<file path="config.mk">
export PLATFORM = sky130hd
export DESIGN_NAME = dmem_responder
export DESIGN_NICKNAME = d
export VERILOG_FILES = /design/src/rtl/dmem_responder.sv
export SDC_FILE = /design/constraint.sdc
export NUM_CORES = 2
export LEC_CHECK = 0
export ABC_AREA = 0
export CAP_MARGIN = 0
export CORE_MARGIN = 3
export CORE_UTILIZATION = 40
export CTS_CLUSTER_DIAMETER = 150
export DETAILED_ROUTE_END_ITERATION = 12
export PLACE_DENSITY_LB_ADDON = 0.2
export SLEW_MARGIN = 20
export SYNTH_ARGS = -nofsm -noshare
export SYNTH_HDL_FRONTEND = slang
export SYNTH_SLANG_ARGS = --single-unit
</file>
<file path="constraint.sdc">
create_clock -name clk_i -period 6 [get_ports clk_i]
set_clock_uncertainty 0.15 [all_clocks]
set_input_delay 1.8 -clock clk_i [delete_from_list [all_inputs] [get_ports clk_i]]
set_output_delay 1.8 -clock clk_i [all_outputs]
set_load 0.03 [all_outputs]
</file>
<file path="src/rtl/dmem_responder.sv">
// Data-memory responder: word-organised array behind the dmem req/ack port.
// Accepts one request at a time, inserts WAIT_STATES wait cycles, then acks for one cycle.
module dmem_responder #(
  parameter int unsigned MEM_ADDR_WIDTH = 16,
  parameter int unsigned MEM_DATA_WIDTH = 16,
  parameter int unsigned DEPTH          = 256,
  parameter int unsigned WAIT_STATES    = 2
) (
  input  logic                      clk_i,
  input  logic                      arst_ni,
  input  logic                      dmem_req_i,
  input  logic                      dmem_we_i,
  input  logic [MEM_ADDR_WIDTH-1:0] dmem_addr_i,
  input  logic [MEM_DATA_WIDTH-1:0] dmem_wdata_i,
  output logic [MEM_DATA_WIDTH-1:0] dmem_rdata_o,
  output logic                      dmem_ack_o
);

  localparam int unsigned IDX_W = $clog2(DEPTH);
  localparam logic [3:0]  WS    = 4'(WAIT_STATES);

  typedef enum logic [1:0] {
    ST_IDLE,
    ST_WAIT,
    ST_ACK
  } state_t;

  state_t                    state;
  logic [3:0]                cnt;
  logic                      lat_we;
  logic [IDX_W-1:0]          lat_idx;
  logic [MEM_DATA_WIDTH-1:0] lat_wdata;
  logic [MEM_DATA_WIDTH-1:0] mem [DEPTH];
  logic [IDX_W-1:0]          req_idx;
  logic                      unused_addr_bits;

  // Byte address to word index; bit 0 and bits above the index are dropped.
  assign req_idx          = dmem_addr_i[IDX_W:1];
  assign unused_addr_bits = ^dmem_addr_i;

  always_ff @(posedge clk_i or negedge arst_ni) begin
    if (!arst_ni) begin
      state        <= ST_IDLE;
      cnt          <= '0;
      lat_we       <= 1'b0;
      lat_idx      <= '0;
      lat_wdata    <= '0;
      dmem_ack_o   <= 1'b0;
      dmem_rdata_o <= '0;
    end else begin
      dmem_ack_o <= 1'b0;
      case (state)
        ST_IDLE: begin
          if (dmem_req_i) begin
            lat_we    <= dmem_we_i;
            lat_idx   <= req_idx;
            lat_wdata <= dmem_wdata_i;
            cnt       <= WS;
            // Zero wait states: ack and read data are produced straight from the live request.
            if (WAIT_STATES == 0) begin
              state      <= ST_ACK;
              dmem_ack_o <= 1'b1;
              if (!dmem_we_i) dmem_rdata_o <= mem[req_idx];
            end else begin
              state <= ST_WAIT;
            end
          end
        end
        ST_WAIT: begin
          if (!dmem_req_i) begin
            state <= ST_IDLE;
          end else begin
            cnt <= cnt - 4'd1;
            if (cnt == 4'd1) begin
              state      <= ST_ACK;
              dmem_ack_o <= 1'b1;
              if (!lat_we) dmem_rdata_o <= mem[lat_idx];
            end
          end
        end
        ST_ACK:  state <= ST_IDLE;
        default: state <= ST_IDLE;
      endcase
    end
  end

  // Array is deliberately outside the reset domain; writes commit at the edge ending ACK.
  always_ff @(posedge clk_i) begin
    if (state == ST_ACK && lat_we) mem[lat_idx] <= lat_wdata;
  end

endmodule

</file>
==> run_summary.xml <==
<?xml version="1.0" encoding="UTF-8"?>
<metrics>
  <group name="finish">
    <metric name="commonest_cells_after_routing_fill_and_taps_aside" unit="">edfxtp_1 (4096), mux4_2 (1005), buf_4 (466), clkbuf_16 (435), mux2i_1 (298)</metric>
    <metric name="drive_above_1_share" unit="">0.2856</metric>
    <metric name="final-seq-area" unit="mm2">0.1243</metric>
    <metric name="final.fill_count" unit="">32530</metric>
    <metric name="area.growth.synth_to_final" unit="%">14.74</metric>
    <metric name="multi_input_area" unit="mm2">0.03286</metric>
    <metric name="nets" unit="">7669</metric>
    <metric name="layout_commonest_cell" unit="">edfxtp_1</metric>
  </group>
  <group name="timing">
    <metric name="grt_setup_unrepaired" unit="">no</metric>
    <metric name="timing_limited_maximum_frequency" unit="GHz">0.2089</metric>
    <metric name="fin_crit" unit="ps">4788</metric>
    <metric name="final_critical_path_setup_slack" unit="ps">1212</metric>
    <metric name="finalSetupViolCount" unit="">0</metric>
    <metric name="slew_viol_final" unit="">0</metric>
    <metric name="max_slew_margin" unit="">0.1047</metric>
    <metric name="worstMarginPinSlew" unit="ps">1343</metric>
    <metric name="finalHoldViolCount" unit="">0</metric>
    <metric name="final_min_period_over_clock_period" unit="">0.7980</metric>
    <metric name="setup_total_negative_slack" unit="ps">0</metric>
  </group>
  <group name="setup_path">
    <metric name="arrival" unit="ps">5470</metric>
    <metric name="worstSetupEndpointType" unit="">flip-flop</metric>
    <metric name="worstPathMaxFanout" unit="">36</metric>
    <metric name="cp-start-kind" unit="">flip-flop</metric>
    <metric name="critical_path_buffers_and_inverters" unit="">2</metric>
    <metric name="critPathSlowestCell" unit="">dfrtp_4</metric>
    <metric name="critical_path.reg2reg.endpoint" unit="">dmem_rdata_o[5]$_DFFE_PN0P_</metric>
    <metric name="critPathKind" unit="">reg -&gt; reg</metric>
    <metric name="cell_count_of_the_worst_reg_to_reg_path" unit="">8</metric>
    <metric name="worstPathCellList" unit="">buf_12 -&gt; buf_4 -&gt; mux4_2 -&gt; a221oi_1 -&gt; o22ai_1 -&gt; nor3_1 -&gt; a211o_1 -&gt; a31oi_1</metric>
    <metric name="max_stage_delay" unit="ps">900</metric>
    <metric name="cp_delay_by_family_top" unit="">compound AO/OA/AOI/OAI gates</metric>
    <metric name="r2r_slack" unit="ps">1210</metric>
    <metric name="worst_ep_required_time" unit="ps">6680</metric>
    <metric name="timing.rr.start" unit="">lat_idx[0]$_DFFE_PN0P_</metric>
  </group>
  <group name="global_route">
    <metric name="global_route_wire_length_before_repair" unit="mm">619.2</metric>
    <metric name="grt.total_usage" unit="">0.2159</metric>
    <metric name="initial_antenna_violation_count" unit="">27</metric>
    <metric name="grt_start_max_net_pins" unit="">194</metric>
    <metric name="globalRoute.totalOverflow" unit="">0</metric>
    <metric name="first_global_vias" unit="">78040</metric>
  </group>
  <group name="hold_path">
    <metric name="min_path_type" unit="">reg -&gt; reg</metric>
    <metric name="holdPathStages" unit="">1</metric>
    <metric name="min_delay_worst_endpoint" unit="">cnt[2]$_DFFE_PN0P_</metric>
    <metric name="worst_hold_start" unit="">cnt[2]$_DFFE_PN0P_</metric>
  </group>
  <group name="synthesis">
    <metric name="synth_top_area_frac" unit="">0.7750</metric>
    <metric name="synth_compound_gate_area_share" unit="">0.02255</metric>
    <metric name="seq_area_frac_synth" unit="">0.7825</metric>
    <metric name="xor_xnor_share_of_the_synthesized_area" unit="">0</metric>
    <metric name="synth_enable_flop_cells" unit="">4096</metric>
    <metric name="synth_nets" unit="">7087</metric>
    <metric name="synth_area_per_cell" unit="um2">22.52</metric>
    <metric name="dominant_combinational_cell_family_by_area_after_synthesis" unit="">multiplexers</metric>
    <metric name="synth_top_cell_by_area" unit="">edfxtp_1</metric>
    <metric name="async_reset_ff_frac" unit="">0.01158</metric>
    <metric name="post_synth_fa_ha_maj_area_fraction" unit="">0.0001577</metric>
    <metric name="synth.area.top_cells" unit="">edfxtp_1 (77%), mux4_2 (14%), mux2i_1 (1.9%)</metric>
    <metric name="synth.distinct_cells" unit="">57</metric>
    <metric name="synth_simple_gate_area_share" unit="">0.01731</metric>
    <metric name="synth_area" unit="mm2">0.1587</metric>
    <metric name="ys_warn_count" unit="">0</metric>
    <metric name="share_of_synthesized_area_spent_on_multiplexers" unit="">0.1640</metric>
    <metric name="synth.ff_latch_count" unit="">4144</metric>
    <metric name="synthFlopType" unit="">edfxtp_1</metric>
    <metric name="synthesis.instances" unit="">7049</metric>
  </group>
  <group name="cts">
    <metric name="clock_tree.root_cell" unit="">clkbuf_16</metric>
    <metric name="cts_post_setup_buffers_inserted" unit="">0</metric>
    <metric name="tritoncts" unit="">done</metric>
    <metric name="ctsResizeCount" unit="">0</metric>
    <metric name="clock_tree.buffer_depth" unit="">4</metric>
    <metric name="worst_setup_hold_path_clk_slew" unit="ps">60</metric>
    <metric name="cts-hold-fix-buffers" unit="">0</metric>
    <metric name="cts.sink_count" unit="">4144</metric>
    <metric name="cts_h_tree_depth" unit="">5</metric>
    <metric name="clk_latency" unit="ps">980</metric>
    <metric name="cts_inserted_buffers" unit="">430</metric>
  </group>
  <group name="routing">
    <metric name="route.final.wire_length" unit="mm">441.6</metric>
    <metric name="drt_iter0_drcs" unit="">8994</metric>
    <metric name="wl_per_instance" unit="um">33.41</metric>
    <metric name="antenna_violating_nets_post_route" unit="">0</metric>
    <metric name="drc" unit="">0</metric>
    <metric name="first_pass_iters" unit="">6</metric>
    <metric name="vias" unit="">77080</metric>
    <metric name="routed_via_density" unit="">5.833</metric>
  </group>
  <group name="power">
    <metric name="static-leakage-power" unit="nW">56.79</metric>
    <metric name="vdd_drop_max" unit="V">0.0002668</metric>
    <metric name="power_per_cell_area" unit="mW/mm2">380.3</metric>
    <metric name="power" unit="W">0.06926</metric>
  </group>
  <group name="placement">
    <metric name="dpl_worst_slack" unit="ps">966.9</metric>
    <metric name="placement.io_buffers" unit="">44</metric>
    <metric name="dp_hpwl" unit="mm">267.1</metric>
    <metric name="gp_congestion" unit="">0.8394</metric>
  </group>
  <group name="run">
    <metric name="max_cap_violations" unit="">0</metric>
  </group>
  <group name="floorplan">
    <metric name="boundaryPins" unit="">53</metric>
    <metric name="core.rowCount" unit="">230</metric>
    <metric name="die-area" unit="mm2">0.4044</metric>
    <metric name="die_y" unit="um">635.9</metric>
    <metric name="core_region_area" unit="mm2">0.3937</metric>
    <metric name="chipWidth" unit="um">635.9</metric>
    <metric name="floorplan.initialDensity" unit="">0.4032</metric>
  </group>
  <group name="outcome">
    <metric name="outcome" unit="">finished, final reports clean</metric>
  </group>
</metrics>
synthesized netlist by cell type, types with 2 or more instances:
| master | count |
|---|---|
| a2111oi_0 | 11 |
| a211oi_1 | 32 |
| a21oi_1 | 81 |
| a221oi_1 | 46 |
| a22o_1 | 6 |
| a22oi_1 | 142 |
| a311oi_1 | 4 |
| a31oi_1 | 16 |
| a32oi_1 | 2 |
| and2_1 | 8 |
| and3_1 | 5 |
| and3b_1 | 2 |
| buf_1 | 38 |
| buf_2 | 125 |
| buf_4 | 54 |
| buf_6 | 25 |
| clkbuf_1 | 170 |
| dfrtp_1 | 48 |
| edfxtp_1 | 4096 |
| ha_1 | 2 |
| inv_1 | 4 |
| mux2_2 | 37 |
| mux2i_1 | 298 |
| mux4_2 | 1005 |
| nand2_1 | 97 |
| nand2b_1 | 9 |
| nand3_1 | 64 |
| nand4_1 | 46 |
| nor2_1 | 312 |
| nor2b_1 | 20 |
| nor3_1 | 45 |
| o211ai_1 | 2 |
| o21ai_0 | 66 |
| o221ai_1 | 18 |
| o22ai_1 | 81 |
| o32a_1 | 5 |
| or4_1 | 7 |
worst max-delay path by stage:
stage                        startpoint                           to  slack, ps  cells past startpoint
6_report         lat_idx[0]$_DFFE_PN0P_  dmem_rdata_o[5]$_DFFE_PN0P_       1210                      8
5_1_grt          lat_idx[0]$_DFFE_PN0P_  dmem_rdata_o[5]$_DFFE_PN0P_       1110                      8
4_1_cts          lat_idx[0]$_DFFE_PN0P_  dmem_rdata_o[5]$_DFFE_PN0P_       1390                      8
3_5_place_dp                 dmem_req_i  dmem_rdata_o[2]$_DFFE_PN0P_        970                      8
3_3_place_gp                 dmem_req_i  dmem_rdata_o[8]$_DFFE_PN0P_        920                      8
2_1_floorplan  lat_wdata[0]$_DFFE_PN0P_          mem[0][0]$_DFFE_PP_       1870                      0
power by group:
group	leakage, nW	switching (W)	internal [W]	total (W)
logic	12.9	0.00643	0.00345	0.00988
registers	37.4	0.000622	0.0333	0.0339
clock network	6.53	0.0110	0.0145	0.0255
total	56.8	0.0181	0.0512	0.0693
cell type report:
| class | count | area share |
|---|---|---|
| diodes | 10 | 0.0001374 |
| clock buffers | 540 | 0.06205 |
| clock inverters | 247 | 0.01123 |
| inverters | 5 | 0.0001443 |
| multi-input cells | 2487 | 0.1804 |
| flip-flops and latches | 4144 | 0.6825 |
| well taps | 5220 | 0.03587 |
| repair buffers | 563 | 0.02763 |
layer usage:
layer,vias up,GRT usage,routed length [um],share of wire
li1,31210,-,-,-
met1,42230,0.3016,180600,0.41
met2,3014,0.3451,211100,0.48
met3,630,0.04271,35540,0.080
met4,2,0.06337,14250,0.032
met5,-,0,13,0.000029
worst reg2reg max path, cell delays in order, from the launching register on:
cell	delay, ps
dfrtp_4	900
buf_12	370
buf_4	630
mux4_2	670
a221oi_1	500
o22ai_1	150
nor3_1	810
a211o_1	370
a31oi_1	130
cells by family (layout without fill, tap and decap cells):
family          count (synthesis)  after routing
mux                          1340           1340
compound gates                524            524
buf+inv                       418           1355
fa+ha+maj                       2              2
simple gates                  621            621
flops                        4144           4144
other cells                     0             10
state kept, by name, indices dropped and copies added, names as in the netlist:
signal / cells
mem: 4096
dmem_rdata_o: 16
lat_wdata: 16
lat_idx: 8
cnt: 4
state: 2
dmem_ack_o: 1
lat_we: 1
metrics by stage:
stage               utilization  instances  area [um2]  hold slack, ps
finish                   0.4626      13220      182100           424.9
global route             0.4625      13210      182100           433.0
CTS                      0.4622      13200      182000           416.1
detailed placement       0.4283      12420      168600           391.9
global placement         0.4282      12420      168600           386.1
floorplan                     -       7049      158700           334.1
(Power assumes the default switching activity.)
